--- config.mk ---
export PLATFORM = sky130hd
export DESIGN_NAME = fir_32nd
export DESIGN_NICKNAME = d
export VERILOG_FILES = /design/src/rtl/fir_32nd_pkg.sv /design/src/rtl/fir_round_sat.sv /design/src/rtl/fir_32nd.sv
export SDC_FILE = /design/constraint.sdc
export NUM_CORES = 2
export LEC_CHECK = 0
export BUFFER_PORTS_ARGS = -buffer_cell sky130_fd_sc_hd__buf_4
export CAP_MARGIN = 20
export CORE_MARGIN = 4
export CORE_UTILIZATION = 35
export DETAILED_ROUTE_END_ITERATION = 6
export PLACE_DENSITY = 0.47
export SETUP_SLACK_MARGIN = 0.1
export SLEW_MARGIN = 10
export SYNTH_ARGS = -nofsm -noshare
export SYNTH_HDL_FRONTEND = slang
export SYNTH_HIERARCHICAL = 1
export SYNTH_SLANG_ARGS = --single-unit
--- constraint.sdc ---
create_clock -name clk -period 37.5 [get_ports clk]
set_input_delay 0 -clock clk [delete_from_list [all_inputs] [get_ports clk]]
set_output_delay 0 -clock clk [all_outputs]
set_load 0.005 [all_outputs]
--- src/rtl/fir_32nd_pkg.sv ---
// Shared constants, sample type and the Q15 coefficient table of the
// 33-tap linear-phase ECG low-pass filter (0.1*fs cutoff, Hamming, DC gain 1.0).
package fir_32nd_pkg;

  localparam int DATA_W = 16;
  localparam int COEF_W = 16;
  localparam int TAPS   = 33;
  localparam int FRAC   = 15;
  localparam int ACC_W  = 40;
  localparam int HALF   = TAPS / 2;

  typedef logic signed [DATA_W-1:0] sample_t;
  typedef logic signed [COEF_W-1:0] coef_t;

  // Symmetric table, h[k] == h[32-k]; the entries sum to exactly 32768.
  localparam coef_t COEF [0:TAPS-1] = '{
    -16'sd31,   16'sd0,     16'sd50,    16'sd120,   16'sd178,   16'sd159,
     16'sd0,   -16'sd307,  -16'sd669,  -16'sd893,  -16'sd732,   16'sd0,
     16'sd1326, 16'sd3050,  16'sd4786,  16'sd6077,  16'sd6540,  16'sd6077,
     16'sd4786, 16'sd3050,  16'sd1326,  16'sd0,    -16'sd732,  -16'sd893,
    -16'sd669, -16'sd307,   16'sd0,     16'sd159,   16'sd178,   16'sd120,
     16'sd50,   16'sd0,    -16'sd31
  };

endpackage

--- src/rtl/fir_round_sat.sv ---
// Converts the full-precision accumulator back to a Q15 sample:
// round half up by adding 2^(FRAC-1) before the arithmetic shift, then clamp.
module fir_round_sat
  import fir_32nd_pkg::*;
(
  input  logic signed [ACC_W-1:0] acc,
  output sample_t                 result
);

  localparam logic signed [ACC_W-1:0] BIAS    = ACC_W'(1) <<< (FRAC - 1);
  localparam logic signed [ACC_W-1:0] SAT_MAX = ACC_W'((1 << (DATA_W - 1)) - 1);
  localparam logic signed [ACC_W-1:0] SAT_MIN = ACC_W'(-(1 << (DATA_W - 1)));

  logic signed [ACC_W-1:0] shifted;

  // The accumulator never approaches 2^39, so the bias add cannot overflow.
  assign shifted = (acc + BIAS) >>> FRAC;

  always_comb begin
    result = shifted[DATA_W-1:0];
    if (shifted > SAT_MAX) begin
      result = SAT_MAX[DATA_W-1:0];
    end else if (shifted < SAT_MIN) begin
      result = SAT_MIN[DATA_W-1:0];
    end
  end

endmodule

--- src/rtl/fir_32nd.sv ---
// 33-tap symmetric FIR: one sample in and one registered sample out per clock,
// free-running with no handshake. Symmetric taps are pre-added to share multipliers.
module fir_32nd
  import fir_32nd_pkg::*;
(
  input  logic    clk,
  input  logic    reset,
  input  sample_t data_in,
  output sample_t filtered_output
);

  localparam int PRE_W  = DATA_W + 1;
  localparam int PROD_W = PRE_W + COEF_W;

  sample_t                  taps [0:TAPS-1];
  logic signed [PRE_W-1:0]  pre_sum;
  logic signed [PROD_W-1:0] product;
  logic signed [ACC_W-1:0]  acc;
  sample_t                  rounded;

  always_ff @(posedge clk or negedge reset) begin
    if (!reset) begin
      for (int k = 0; k < TAPS; k++) begin
        taps[k] <= '0;
      end
      filtered_output <= '0;
    end else begin
      taps[0] <= data_in;
      for (int k = 1; k < TAPS; k++) begin
        taps[k] <= taps[k-1];
      end
      filtered_output <= rounded;
    end
  end

  // Exact in every step: 17-bit pre-sum, 33-bit product, 40-bit running sum.
  always_comb begin
    acc     = '0;
    pre_sum = '0;
    product = '0;
    for (int k = 0; k < HALF; k++) begin
      pre_sum = PRE_W'(taps[k]) + PRE_W'(taps[TAPS-1-k]);
      product = PROD_W'(pre_sum) * PROD_W'(COEF[k]);
      acc     = acc + ACC_W'(product);
    end
    pre_sum = PRE_W'(taps[HALF]);
    product = PROD_W'(pre_sum) * PROD_W'(COEF[HALF]);
    acc     = acc + ACC_W'(product);
  end

  fir_round_sat u_round_sat (
    .acc    (acc),
    .result (rounded)
  );

endmodule

# After elaboration in Yosys (flattened, before gate mapping)
# Index checks and enable logic that the tools add are counted.
dict set report classes {
  order_cmp 2
  addsub 27
  n_mul 14
  muxes 2
}
# cell count
set ops {}
lappend ops {{16-bit by 16-bit adder with 17-bit output} 13}
lappend ops {{17-bit by 11-bit multiplier with 28-bit output (second input constant)} 3}
lappend ops {{17-bit by 9-bit multiplier with 26-bit output (second input constant)} 2}
lappend ops {{17-bit by 6-bit multiplier with 23-bit output (second input constant)} 2}
lappend ops {{37-bit by 16-bit adder with 38-bit output (second input constant)} 1}
lappend ops {{36-bit by 30-bit adder with 37-bit output} 1}
lappend ops {{35-bit by 31-bit adder with 36-bit output} 1}
lappend ops {{34-bit by 31-bit adder with 35-bit output} 1}
lappend ops {{33-bit by 30-bit adder with 34-bit output} 1}
lappend ops {{32-bit by 29-bit adder with 33-bit output} 1}
lappend ops {{31-bit by 28-bit adder with 32-bit output} 1}
lappend ops {{16-bit two-way mux} 2}
lappend ops {{30-bit by 28-bit adder with 31-bit output} 1}
lappend ops {{17-bit by 14-bit multiplier with 31-bit output (second input constant)} 1}
lappend ops {{29-bit by 28-bit adder with 30-bit output} 1}
lappend ops {{17-bit by 13-bit multiplier with 30-bit output (second input constant)} 1}
lappend ops {{28-bit by 27-bit adder with 29-bit output} 1}
lappend ops {{17-bit by 12-bit multiplier with 29-bit output (second input constant)} 1}
lappend ops {{27-bit by 26-bit adder with 28-bit output} 1}
lappend ops {{16-bit by 12-bit multiplier with 28-bit output (second input constant)} 1}
lappend ops {{26-bit by 26-bit adder with 27-bit output} 1}
lappend ops {{17-bit by 10-bit multiplier with 27-bit output (second input constant)} 1}
lappend ops {{25-bit by 25-bit adder with 26-bit output} 1}
lappend ops {{23-bit by 24-bit adder with 25-bit output} 1}
lappend ops {{other kinds (4)} 4}
dict set report word_totals {
  out_inout_bits 16
  in_bits 18
  register_bits 544
  elab_cells 79
}

# Depth between registers and ports, before layout
dict set report depth {
  ltp_word 19
  ltp_mapped 66
  depth_no_buf 65
}

# By module
# The synthesis kept the hierarchy.
# module area_each_um2 n_inst cells_each
set by_module_without_submodules {}
lappend by_module_without_submodules {fir_32nd 74726.7 1 7007}
lappend by_module_without_submodules {fir_round_sat 835.8 1 106}

# Worst setup path before layout
# OpenSTA, ideal clock, no wires.
dict set report synth_timing {
  path_kind {register to register}
  startpoint {reg taps[208] (netlist name)}
  endpoint {reg filtered_output[0]}
  slack_ns 22.393
  path_stages_with_launch 64
  t_arrival_ns 14.980
  setup_time_ns 0.127
  t_required_ns 37.373
  synth_period_minus_slack_ns 15.107
  path_cell_list {dfrtp_1 > ha_1 > inv_1 > fa_1 > nor2b_1 > o21ai_0 > nand2b_1 > a311o_1 > a31oi_1 > a21oi_1 > a21oi_1 > nor2b_1 > o41ai_2 > ha_1 > inv_1 > fa_1 > fa_1 > fa_1 > [28 not listed] > inv_1 > ha_1 > a21oi_1 > nor2b_1 > o21ai_0 > nand2b_1 > a21o_1 > a211oi_1 > o221ai_1 > a21o_1 > a21oi_1 > xnor2_1 > and3_1 > nand4_1 > xnor2_2 > o31a_2 > buf_6 > o21ai_1}
}
dict set report synth_via {
  elab_chain_len 10
  elab_cells_between_ends 11
  cone_classes {add/sub (6); mul (1); order compare (2); mux (2)}
}
# item line
set synth_rtl {}
lappend synth_rtl {{start: declaration} fir_32nd.sv:15} ;# sample_t taps [0:TAPS-1];
lappend synth_rtl {{start signal: indexed assignment} fir_32nd.sv:30} ;# taps[k] <= taps[k-1];
lappend synth_rtl {{16-bit by 16-bit adder with 17-bit output *} fir_32nd.sv:42} ;# pre_sum = PRE_W'(taps[k]) + PRE_W'(taps[TAPS-1-k]);
lappend synth_rtl {{17-bit by 12-bit multiplier with 29-bit output *} fir_32nd.sv:43} ;# product = PROD_W'(pre_sum) * PROD_W'(COEF[k]);
lappend synth_rtl {{33-bit by 30-bit adder with 34-bit output *} fir_32nd.sv:44} ;# acc = acc + ACC_W'(product);
lappend synth_rtl {{34-bit by 31-bit adder with 35-bit output *} fir_32nd.sv:44}
lappend synth_rtl {{35-bit by 31-bit adder with 36-bit output *} fir_32nd.sv:44}
lappend synth_rtl {{36-bit by 30-bit adder with 37-bit output *} fir_32nd.sv:48} ;# acc = acc + ACC_W'(product);
lappend synth_rtl {{net acc[36]} fir_32nd.sv:18} ;# logic signed [ACC_W-1:0] acc;
lappend synth_rtl {{37-bit by 16-bit adder with 38-bit output *} fir_round_sat.sv:17} ;# assign shifted = (acc + BIAS) >>> FRAC;
lappend synth_rtl {{23-bit by 16-bit < comparator with 1-bit output} fir_round_sat.sv:23} ;# end else if (shifted < SAT_MIN) begin
lappend synth_rtl {{16-bit two-way mux} fir_round_sat.sv:23}
lappend synth_rtl {{16-bit two-way mux *} fir_round_sat.sv:21} ;# if (shifted > SAT_MAX) begin
lappend synth_rtl {{net rounded[0]} fir_32nd.sv:19} ;# sample_t rounded;
lappend synth_rtl {{end signal: assignment} fir_32nd.sv:32} ;# filtered_output <= rounded;
lappend synth_rtl {{end: declaration} fir_32nd.sv:9} ;# output sample_t filtered_output
# Mark *: on every way through the listed nets, which the timed path passes. The rest lies on a longest branch.

# Final worst setup path
dict set report layout_timing {
  startpoint {reg taps[209] (netlist name)}
  endpoint {reg filtered_output[1]}
}
# Same word-level chain as after synthesis.

==> out/results.ini <==
[worst_setup_path]
cp-start-kind=flip-flop
crit_required_ns=38.03
crit_type=flip-flop to flip-flop
max_stage_delay_ns=0.69
crit_arrival_ns=17.25
end_kind=flip-flop
crit_start=taps[209]
cp_slowest_cell=xor2_1
critical_path_peak_fanout=15
reg2regPathDepth=60
r2r-start=taps[209]
worst_path_most_repeated_cell=fa_1
r2r_slack_ns=20.78
regToRegEndpoint=filtered_output[1]

[timing]
setup_viol=0
max_slew.worst_pin.slew_ns=1.204
rsz0062_at_grt=false
relSlewSlack=0.1914
maxSlewViolCount=0
final_hold_viol_count=0
min_period_ns=16.72
fin_skew_ns=0.04938
fin_tns_setup_ns=0
fin_crit_sh=0.4459
fmax_ghz=0.05981

[global_routing]
first_global_vias=52450
grt_max_degree=100
grt_pass1_wl_um=336500
grt_overflow=0
antenna_found_initial=7
grt_usage=0.2037

[die]
die-width_um=472.2
initial_utilization=0.3518
io_pins=34
fp.dieArea_um2=223000
coreArea_um2=214400
rows=170
dieHeight_um=472.2

[placed_design]
hpwl_um=195600
io_buffers=33
gp_congestion=0.9118

[clocking]
cts.htree.levels=3
clk_pin_slew_worst_paths_ns=0.06
cts_tree=built
postCtsSetupBuffers=0
numCtsBuffers=70
cts_sinks=544
cts_root_buf=clkbuf_16
clock_latency_ns=0.70
clockBufferDepth=3

[run]
timing.max_cap.violations=0

[yosys]
syn_area_per_cell_um2=10.64
netlist_area_um2=75420
ys_warn_count=6
synth_nets=9633
synthCells=7092

[status]
status=finished clean

[detailed_routing]
antenna_left=0
vias=48240
totalWireLength_um=219700
routedWlPerCell_um=21.61
drc=0
dr.pass1.iters=6
drt-vias-per-instance=4.744
drtIter0Drc=2677

[finish]
drive_above_1_share=0.04135
nNetsFinal=9812
synthToLayoutAreaGrowth_pct=9.280

[hold_path]
hp-class=input port to async pin

[sequential cells by signal, indices dropped and copies added (netlist names)]
name	count
filtered_output	16
pre_sum	16
taps	512
[cell type report]
type / instances / area, um2
multi-input combinational: 4602 / 54510
clock inverter: 32 / 404.1
sequential: 544 / 13610
clock buffer: 96 / 2009
timing repair buffer: 128 / 1099
inverter: 1925 / 7227
tap: 2838 / 3551
fill: 21240 / 132000
antenna: 4 / 10.01
[through the flow]
step | util | cell area, um2 | instances | worst slack [ns] | hold WS, ns
floorplan | - | 75420 | 7092 | 22.39 | -0.2956
global placement | 0.3710 | 79550 | 9995 | 20.35 | 0.1099
detailed placement | 0.3711 | 79560 | 9996 | 20.16 | 0.1109
CTS | 0.3841 | 82340 | 10160 | 20.10 | 0.2238
global route | 0.3844 | 82410 | 10170 | 19.58 | 0.2734
finish | 0.3844 | 82420 | 10170 | 20.78 | 0.2937
[worst max path at each step]
stage	endpoint	depth (start not counted)	slack, ns
after floorplan	filtered_output[0]	63	22.39
after global placement	filtered_output[2]	61	20.35
after detailed placement	filtered_output[1]	61	20.16
after CTS	filtered_output[1]	61	20.10
after global routing	filtered_output[1]	61	19.58
final	filtered_output[1]	60	20.78
[critical path, delay by kind of cell (launching register included)]
kind	cells	cell delay, ns
adders and majority gates	18	8.23
AOI/OAI and AO/OA	21	4.59
xor gates and xnor gates	4	1.52
buffers and inverters	11	0.93
and+or+nand+nor	6	0.89
DFF	1	0.40
[placed cells by master (no fill, tap or decap), types with 88 or more instances in the layout]
cell     instances
fa_1          1230
nor2_1         183
nand2_1        155
ha_1          1293
o21ai_0        116
a21oi_1        255
dfrtp_1        544
buf_4           88
xnor2_1        277
a21o_1          98
inv_1         1921
xor2_1         164
[per-layer routing]
| metal | GRT usage | up-vias | wire, um |
|---|---|---|---|
| met2 | 0.3267 | 805 | 101100 |
| li1 | - | 22660 | - |
| met5 | 0 | - | 0 |
| met3 | 0.02190 | 126 | 8480 |
| met4 | 0.03624 | 0 | 4170 |
| met1 | 0.3007 | 24640 | 106000 |
[timing repair]
action / in CTS / in global routing
hold endpoints to repair: 117 / 0
resized for setup: 0 / 0
hold buffers: 35 / 0
Power is not shown: default switching activity piles up to over one toggle a cycle in this logic, so the estimate is an artifact.
